File: src/rtl/tx_pkg.sv
// Shared types and constants for the transmit frame sequencer: FSM states,
// RATE codes, field lengths and the RATE -> data-bits-per-symbol lookup.
package tx_pkg;

  typedef enum logic [2:0] {
    IDLE,
    CALC,
    SIGNAL,
    SERVICE,
    DATA,
    TAIL,
    PAD,
    WAIT_DONE
  } state_t;

  localparam logic [3:0] RATE_R1 = 4'b1101;
  localparam logic [3:0] RATE_R2 = 4'b1111;
  localparam logic [3:0] RATE_R3 = 4'b0101;
  localparam logic [3:0] RATE_R4 = 4'b0111;
  localparam logic [3:0] RATE_R5 = 4'b1001;
  localparam logic [3:0] RATE_R6 = 4'b1011;
  localparam logic [3:0] RATE_R7 = 4'b0001;
  localparam logic [3:0] RATE_R8 = 4'b0011;

  localparam int unsigned SIG_LEN  = 24;
  localparam int unsigned SVC_LEN  = 16;
  localparam int unsigned TAIL_LEN = 6;

  // Zero marks an unsupported RATE code.
  function automatic logic [7:0] ndbps(input logic [3:0] rate);
    logic [7:0] n;
    case (rate)
      RATE_R1: n = 8'd24;
      RATE_R2: n = 8'd36;
      RATE_R3: n = 8'd48;
      RATE_R4: n = 8'd72;
      RATE_R5: n = 8'd96;
      RATE_R6: n = 8'd144;
      RATE_R7: n = 8'd192;
      RATE_R8: n = 8'd216;
      default: n = 8'd0;
    endcase
    return n;
  endfunction

endpackage

File: src/rtl/tx_symbol_calc.sv
// Iterative symbol-count calculator: adds Ndbps per cycle until the frame's
// bit total (SIGNAL excluded) is covered, then reports the pad-bit count.
module tx_symbol_calc #(
  parameter int unsigned NSYM_W = 11
) (
  input  logic              clk_i,
  input  logic              rst_i,
  input  logic              start_i,
  input  logic [7:0]        ndbps_i,
  input  logic [11:0]       length_i,
  output logic              done_o,
  output logic [NSYM_W-1:0] nsym_o,
  output logic [7:0]        pads_o
);

  logic [16:0]       acc_q, acc_d;
  logic [16:0]       target;
  logic [NSYM_W-1:0] nsym_q, nsym_d;
  logic [7:0]        pads_q, pads_d;
  logic              busy_q, busy_d;

  // SERVICE (16) + PSDU (8*L) + tail (6)
  assign target = 17'd22 + {2'b00, length_i, 3'b000};
  assign done_o = busy_q && (acc_q >= target);
  assign nsym_o = nsym_q;
  assign pads_o = pads_q;

  always_comb begin
    acc_d  = acc_q;
    nsym_d = nsym_q;
    pads_d = pads_q;
    busy_d = busy_q;
    if (start_i) begin
      acc_d  = '0;
      nsym_d = '0;
      pads_d = '0;
      busy_d = 1'b1;
    end else if (busy_q) begin
      if (acc_q >= target) begin
        pads_d = 8'(acc_q - target);
        busy_d = 1'b0;
      end else begin
        acc_d  = acc_q + 17'(ndbps_i);
        nsym_d = nsym_q + NSYM_W'(1);
      end
    end
  end

  always_ff @(posedge clk_i or posedge rst_i) begin
    if (rst_i) begin
      acc_q  <= '0;
      nsym_q <= '0;
      pads_q <= '0;
      busy_q <= 1'b0;
    end else begin
      acc_q  <= acc_d;
      nsym_q <= nsym_d;
      pads_q <= pads_d;
      busy_q <= busy_d;
    end
  end

endmodule

File: src/rtl/tx_frame_sequencer.sv
// Frame controller ahead of the serial transmitter: validates a request, sizes
// the frame, then streams SIGNAL, SERVICE, PSDU, tail and pad one bit per clock.
module tx_frame_sequencer
  import tx_pkg::*;
#(
  parameter int unsigned MAX_LEN = 4095,
  parameter int unsigned NSYM_W  = 11
) (
  input  logic              Clk,
  input  logic              Reset,
  input  logic              Req,
  input  logic [3:0]        Rate_In,
  input  logic [11:0]       Length_In,
  output logic              Ack,
  output logic              Err,
  output logic              Busy,
  input  logic [7:0]        Byte_Data,
  input  logic              Byte_Valid,
  output logic              Byte_Ready,
  output logic              Tx_Start,
  output logic              Tx_x,
  output logic [7:0]        Num_Pads,
  output logic [NSYM_W-1:0] Nsym,
  input  logic              Tx_Done
);

  state_t      state_q, state_d;
  logic [15:0] cnt_q, cnt_d;
  logic [3:0]  rate_q, rate_d;
  logic [11:0] len_q, len_d;
  logic        ack_q, ack_d, err_q, err_d;
  logic [7:0]  hold_q, hold_d, shift_q, shift_d;
  logic        hold_full_q, hold_full_d;
  logic [11:0] fetched_q, fetched_d;

  logic        calc_start, calc_done;
  logic        rate_ok, len_ok, byte_rdy, take, underrun, tx_bit;
  logic [7:0]  cur_byte;
  logic [23:0] sig_word;
  logic [4:0]  sig_idx;
  logic [15:0] data_last, pad_last;

  tx_symbol_calc #(.NSYM_W(NSYM_W)) u_calc (
    .clk_i    (Clk),
    .rst_i    (Reset),
    .start_i  (calc_start),
    .ndbps_i  (ndbps(rate_q)),
    .length_i (len_q),
    .done_o   (calc_done),
    .nsym_o   (Nsym),
    .pads_o   (Num_Pads)
  );

  assign rate_ok   = (ndbps(Rate_In) != 8'd0);
  assign len_ok    = (Length_In != 12'd0) && (32'(Length_In) <= MAX_LEN);
  assign sig_word  = {rate_q, 1'b0, len_q, (^rate_q) ^ (^len_q), 6'b000000};
  assign sig_idx   = 5'(SIG_LEN - 1) - cnt_q[4:0];
  assign data_last = {1'b0, len_q, 3'b000} - 16'd1;
  assign pad_last  = {8'd0, Num_Pads} - 16'd1;

  assign byte_rdy  = (state_q inside {CALC, SIGNAL, SERVICE, DATA}) && !hold_full_q
                     && (fetched_q != len_q);
  assign take      = Byte_Valid && byte_rdy;

  assign Busy       = (state_q != IDLE);
  assign Tx_Start   = !(state_q inside {IDLE, CALC});
  assign Tx_x       = tx_bit;
  assign Ack        = ack_q;
  assign Err        = err_q;
  assign Byte_Ready = byte_rdy;

  always_comb begin
    state_d     = state_q;
    cnt_d       = cnt_q;
    rate_d      = rate_q;
    len_d       = len_q;
    ack_d       = 1'b0;
    err_d       = 1'b0;
    hold_d      = hold_q;
    hold_full_d = hold_full_q;
    shift_d     = shift_q;
    fetched_d   = fetched_q;
    calc_start  = 1'b0;
    underrun    = 1'b0;
    tx_bit      = 1'b0;
    cur_byte    = shift_q;

    if (take) begin
      hold_d      = Byte_Data;
      hold_full_d = 1'b1;
      fetched_d   = fetched_q + 12'd1;
    end

    case (state_q)
      IDLE: begin
        if (Req) begin
          if (rate_ok && len_ok) begin
            rate_d      = Rate_In;
            len_d       = Length_In;
            ack_d       = 1'b1;
            fetched_d   = '0;
            hold_full_d = 1'b0;
            calc_start  = 1'b1;
            state_d     = CALC;
          end else begin
            err_d = 1'b1;
          end
        end
      end
      CALC: begin
        if (calc_done) begin
          cnt_d   = '0;
          state_d = SIGNAL;
        end
      end
      SIGNAL: begin
        tx_bit = sig_word[sig_idx];
        if (cnt_q == 16'(SIG_LEN - 1)) begin
          cnt_d   = '0;
          state_d = SERVICE;
        end else begin
          cnt_d = cnt_q + 16'd1;
        end
      end
      SERVICE: begin
        if (cnt_q == 16'(SVC_LEN - 1)) begin
          cnt_d   = '0;
          state_d = DATA;
        end else begin
          cnt_d = cnt_q + 16'd1;
        end
      end
      DATA: begin
        // At a byte boundary a byte arriving this cycle bypasses the holding register.
        if (cnt_q[2:0] == 3'd0) begin
          if (hold_full_q) begin
            cur_byte    = hold_q;
            shift_d     = hold_q;
            hold_full_d = 1'b0;
          end else if (take) begin
            cur_byte    = Byte_Data;
            shift_d     = Byte_Data;
            hold_full_d = 1'b0;
          end else begin
            cur_byte = '0;
            underrun = 1'b1;
          end
        end
        tx_bit = cur_byte[cnt_q[2:0]];
        if (underrun) begin
          err_d       = 1'b1;
          hold_full_d = 1'b0;
          cnt_d       = '0;
          state_d     = IDLE;
        end else if (cnt_q == data_last) begin
          cnt_d   = '0;
          state_d = TAIL;
        end else begin
          cnt_d = cnt_q + 16'd1;
        end
      end
      TAIL: begin
        if (cnt_q == 16'(TAIL_LEN - 1)) begin
          cnt_d   = '0;
          state_d = (Num_Pads == 8'd0) ? WAIT_DONE : PAD;
        end else begin
          cnt_d = cnt_q + 16'd1;
        end
      end
      PAD: begin
        if (cnt_q == pad_last) begin
          cnt_d   = '0;
          state_d = WAIT_DONE;
        end else begin
          cnt_d = cnt_q + 16'd1;
        end
      end
      WAIT_DONE: begin
        if (Tx_Done) state_d = IDLE;
      end
      default: state_d = IDLE;
    endcase
  end

  always_ff @(posedge Clk or posedge Reset) begin
    if (Reset) begin
      state_q     <= IDLE;
      cnt_q       <= '0;
      rate_q      <= '0;
      len_q       <= '0;
      ack_q       <= 1'b0;
      err_q       <= 1'b0;
      hold_q      <= '0;
      hold_full_q <= 1'b0;
      shift_q     <= '0;
      fetched_q   <= '0;
    end else begin
      state_q     <= state_d;
      cnt_q       <= cnt_d;
      rate_q      <= rate_d;
      len_q       <= len_d;
      ack_q       <= ack_d;
      err_q       <= err_d;
      hold_q      <= hold_d;
      hold_full_q <= hold_full_d;
      shift_q     <= shift_d;
      fetched_q   <= fetched_d;
    end
  end

endmodule

File: config.mk
export PLATFORM = sky130hd
export DESIGN_NAME = tx_frame_sequencer
export DESIGN_NICKNAME = d
export VERILOG_FILES = /design/src/rtl/tx_pkg.sv /design/src/rtl/tx_symbol_calc.sv /design/src/rtl/tx_frame_sequencer.sv
export SDC_FILE = /design/constraint.sdc
export NUM_CORES = 1
export LEC_CHECK = 0
export CAP_MARGIN = 5
export CORE_UTILIZATION = 25
export DETAILED_ROUTE_END_ITERATION = 7
export GPL_TIMING_DRIVEN = 0
export SKIP_LAST_GASP = 1
export SYNTH_ARGS = -nofsm -noshare
export SYNTH_HDL_FRONTEND = slang
export SYNTH_SLANG_ARGS = --single-unit
export TNS_END_PERCENT = 5
File: constraint.sdc
create_clock -name Clk -period 4.79 [get_ports Clk]
set_input_delay 1.1975 -clock Clk [delete_from_list [all_inputs] [get_ports Clk]]
set_output_delay 1.1975 -clock Clk [all_outputs]
set_load 0.005 [all_outputs]
* Yosys cells after proc, flatten, opt, wreduce, memory -nomap -nowiden
Memories as Yosys holds them, arrays and structs flattened. Index checks and enable logic that the tools add are counted.
Cells by class: reduce and logical (&&, ||, !) cells 27, equality and inequality tests 23, divide/modulo/power cells 0, bitwise operators 1, shift operators 0, $add $sub $neg 9, mux-type cells 66, order comparisons 3, multipliers 0
Operators by type and width (count):
- $mux 16 | 7
- $pmux 16 s6 | 1
- $mux 8 | 9
- $mux 17 | 3
- $mux 12 | 4
- $mux 11 | 3
- $eq 16x16->1 | 2
- $mux 3 | 10
- $pmux 3 s8 | 1
- $mux 1 | 23
- $add 17x8->17 | 1
- $ge 17x16->1 | 1
- $add 16x1->16 const B | 1
- $add 5x15->16 const A | 1
- $eq 16x3->1 const B | 1
- $eq 16x4->1 const B | 1
- $eq 16x5->1 const B | 1
- $sub 15x1->16 const B | 1
- $add 12x1->12 const B | 1
- $eq 3x3->1 const B | 4
- $ne 12x12->1 | 1
- $ne 2x2->1 const B | 6
- $reduce_bool 12->1 | 1
- $reduce_xor 12->1 | 1
- other kinds (27) | 44
Storage, ports and cells: memories 2, RAM bits 0, word-level logic and storage cells 145, memory bits (read-only) 192, register bits 103, bits in latches 0, bits of input ports 29
Memory list:
- (no name shown) | words 16, width 6, rd ports 1, clocked after memory_dff 0, wr ports 0, RTL line tx_pkg.sv:32 | case (rate)
- (no name shown) | words 16, width 6, rd ports 1, clocked after memory_dff 0, wr ports 0, RTL line tx_pkg.sv:32

* Longest topological paths before layout
depth after elaboration 12, mapped depth 14, depth with buffers taken out 13

* Modules after synthesis
Synthesis repeated with hierarchy kept, for this count alone.
Unflattened totals: cell total of the unflattened synthesis 831, area total of the unflattened synthesis 7305.8 um^2
Modules (own cells, without submodules):
- tx_frame_sequencer | area an instance 4689.5 um^2, times used 1, cells each 545
- tx_symbol_calc | area an instance 2616.3 um^2, times used 1, cells each 286

* Worst setup path after synthesis
Ideal clock, no wire load.
path type register -> output, start register cnt_q[0], end output port Tx_x, slack 1.258 ns, path buffers 1, data arrival time 2.335 ns, cell stages (with the launch flop) 11, required time 3.593 ns, path through dfrtp_1 > clkbuf_1 > inv_1 > ha_1 > nand2b_1 > nor2_1 > a21oi_1 > nor2_1 > o311ai_0 > a21oi_1 > or3_1
On the way: longest elaborated chain between the ends 6, elaborated cells between the ends (all ways) 9
RTL lines:
- start, declared | RTL line tx_frame_sequencer.sv:28 | logic [15:0] cnt_q, cnt_d;
- start signal, assigned | RTL line tx_frame_sequencer.sv:199 | cnt_q <= cnt_d;
- branches (longest 5 deep; another with $sub 5x5->5)
- $pmux 1 s2 * | RTL line tx_frame_sequencer.sv:94 | case (state_q)
- end, declared | RTL line tx_frame_sequencer.sv:21 | output logic Tx_x,
Mark *: on every way between the ends. The select of a mux whose other input is x is not followed.

* Final worst setup path
start register len_q[8], end output port Tx_x
On the way: longest elaborated chain between the ends 10, elaborated cells between the ends (all ways) 14
RTL lines:
- start, declared | RTL line tx_frame_sequencer.sv:30 | logic [11:0] len_q, len_d;
- start signal, assigned | RTL line tx_frame_sequencer.sv:201 | len_q <= len_d;
- $ne 12x12->1 | RTL line tx_frame_sequencer.sv:62 | && (fetched_q != len_q);
- $logic_and 1x1->1 | RTL line tx_frame_sequencer.sv:62
- $logic_and 1x1->1 | RTL line tx_frame_sequencer.sv:63 | assign take = Byte_Valid && byte_rdy;
- $mux 8 | RTL line tx_frame_sequencer.sv:140 | end else if (take) begin
- $mux 8 | RTL line tx_frame_sequencer.sv:136 | if (hold_full_q) begin
- $mux 8 | RTL line tx_frame_sequencer.sv:135 | if (cnt_q[2:0] == 3'd0) begin
- $mux 8 | RTL line tx_frame_sequencer.sv:94
- $bmux 1 s3 | RTL line tx_frame_sequencer.sv:149 | tx_bit = cur_byte[cnt_q[2:0]];
- $mux 1 (implied by the code) | RTL line tx_frame_sequencer.sv:149
- $pmux 1 s2 * | RTL line tx_frame_sequencer.sv:94
Mark *: on every way between the ends. The rest lies on a longest branch, timed or not. The select of a mux whose other input is x is not followed.

==> flow_summary.toml <==
[layout]
final_area_mm2 = 0.00849
areaGrowthSynthToFinish_pct = 18.4
drive_gt1_frac = 0.0735
antenna_cells = 0
utilization = 0.303
fin_nets = 942
final_cell_mix = "dfrtp_1 (96), nor2_1 (85), xnor2_1 (68)"
layout_commonest_cell = "dfrtp_1"

[routing]
first_pass_iters = 5
ant_nets = 0
via_count = 6135
drt_iter0_markers = 438
routed_wl_um = 20100
wire_per_inst_um = 16.1
vias_per_cell = 4.91
drc = 0

[global_routing]
grt_usage = 0.142
antenna_found_initial = 0
grt_start_max_net_pins = 68
grt_pass1_vias = 5877
overflow = 0
grt_pass1_wl_um = 32300

[clocking]
post_cts_buffers = 0
path_clk_slew_ns = 0.07
clockBufferDepth = 2
cts_root_buf = "clkbuf_16"
clock_sinks = 101
clkLatencyLatePin_ns = 0.36
cts_tree = "done"
cts_buffers = 9
htreeDepth = 3

[floorplan]
die_y_um = 171
start_util = 0.256
die_x_um = 171
coreArea_mm2 = 0.0280
io_pins = 54
die_area_mm2 = 0.0293
rows = 61

[worst_setup_path]
cp_data_required_time_ns = 3.59
critPathLaunch = "len_q[8]"
path_cells = "inv_1 -> ha_1 -> xnor2_1 -> xnor3_1 -> xnor2_1 -> mux2i_1 -> o41ai_1 -> nor4bb_1 -> or3_1 -> clkdlybuf4s50_1"
critical_path_class = "reg2out"
path_delay_family = "XOR/XNOR gates"
worst-path-buf-inv = 2
startpoint_type = "flop"
slowest_stage = "dfrtp_1"
regToRegSetupSlack_ns = 0.55
critPathArrivalTime_ns = 3.42
r2r-start = "len_q[1]"
cp_max_fo = 6
path_common_cell = "xnor2_1"
slowest_delay_ns = 0.52
cp-end-kind = "output port"

[timing]
worstMarginPinSlew_ns = 0.861
clock_skew_ns = 0.0116
rsz0062_at_grt = "no"
max_freq_mhz = 216
finalSetupViolations = 0
hold_viol = 0
max-slew-margin-rel = 0.426
period_minus_slack_ns = 4.62
slew_violations = 0
setup_tns_ns = 0
fin_worst_hold_slack_ns = 0.507
fin_crit_sh = 0.965

[synth]
yosysTopAreaCell = "dfrtp_1"
ys.flop_type = "dfrtp_1"
yosysSeqAreaShare = 0.353
synth_edf_count = 0
synth-seq-cells = 101
avgSynthCellArea_um2 = 8.89
synth_cell_types = 69
synth_fp_nets = 882
async_flop_share = 1.00
netlist_top_cells_area = "dfrtp_1 (35%), xnor2_1 (8.3%), ha_1 (8.0%)"
ys_warn_count = 0
synth_top_area_frac = 0.353
syn_inst = 806
synth_area_mm2 = 0.00717

[power]
ir_drop_mv = 0.282
finalPower_mw = 5.74
p_leak_nw = 3.47
cellPowerDensity_mw_per_mm2 = 676

[placement]
numPortBuffers = 53
place_area_mm2 = 0.00820
gp_congestion = 0.915
hpwl_um = 15600

[run]
cap_violations = 0

[hold_path]
min_from = "hold_q[3]"
hp-class = "reg2reg"

[status]
outcome = "complete, no violations"
per-stage QoR:
step,setup WS (ns),cells
floorplan,0.945,806
global placement,-0.857,1237
detailed placement,0.187,1238
CTS,0.000504,1252
global route,0.0146,1249
finish,0.168,1249
synthesized netlist by cell type, drive strengths merged, types with 8 or more instances:
library cell and n:
mux2 13, nor4 14, xnor2 68, inv 44
nor3 36, buf 9, xor2 13, ha 46
clkbuf 38, or3 8, a21oi 41, nand3 29
a211oi 8, dfrtp 101, nand2b 9, mux2i 21
a31oi 10, nand2 62, o21ai 33, nor2 86
nand4 12
metal layers:
layer	GRT usage	vias up	wire [um]
li1	-	2973	-
met1	0.191	2999	9380
met2	0.227	136	9370
met3	0.0255	27	860
met4	0.0470	0	508
met5	0	-	0
flip-flops by register name (all words and copies together), names as in the netlist, 8 cells and up:
signal         cells
hold_q             8
len_q             12
u_calc.nsym_o     11
shift_q            8
u_calc.pads_o      8
fetched_q         12
u_calc.acc_q      15
cnt_q             16
kinds of logic after synthesis:
family          Yosys count  synth area share
simple gates            294             0.205
compound gates          152             0.140
flops                   101             0.353
buf+inv                  91            0.0505
xor+xnor                 83             0.105
fa+ha+maj                47            0.0831
mux                      38            0.0634
final cells by class:
class	instances	area, um^2
fill	2976	19500
timing repair buffer	54	558
buffer	42	185
clock inverter	5	42.5
multi-input combinational	614	4280
sequential	101	2530
clock buffer	11	243
inverter	44	168
tap	378	473
path summary, 6_finish.rpt:
| check | end | depth (start not counted) |
|---|---|---|
| worst max-delay path | Tx_x | 10 |
| worst min-delay path | hold_q[3] | 1 |
| worst max register to register | cnt_q[14] | 14 |
| worst min register to register | hold_q[3] | 1 |
| max in group asynchronous | len_q[6] | 3 |
| min in group asynchronous | hold_q[5] | 2 |
timing repair:
| action | CTS | global route |
|---|---|---|
| endpoints found under the setup margin | 1 | 1 |
| hold buffers | 0 | 0 |
| hold endpoints to repair | 0 | 0 |
| resized for setup | 1 | 13 |
power by group:
part	internal (mW)	total (mW)	switching, mW
Combinational	1.56	3.39	1.83
Sequential	1.19	1.61	0.423
Clock	0.373	0.732	0.358
No activity file was read; power rests on OpenSTA's default activity.
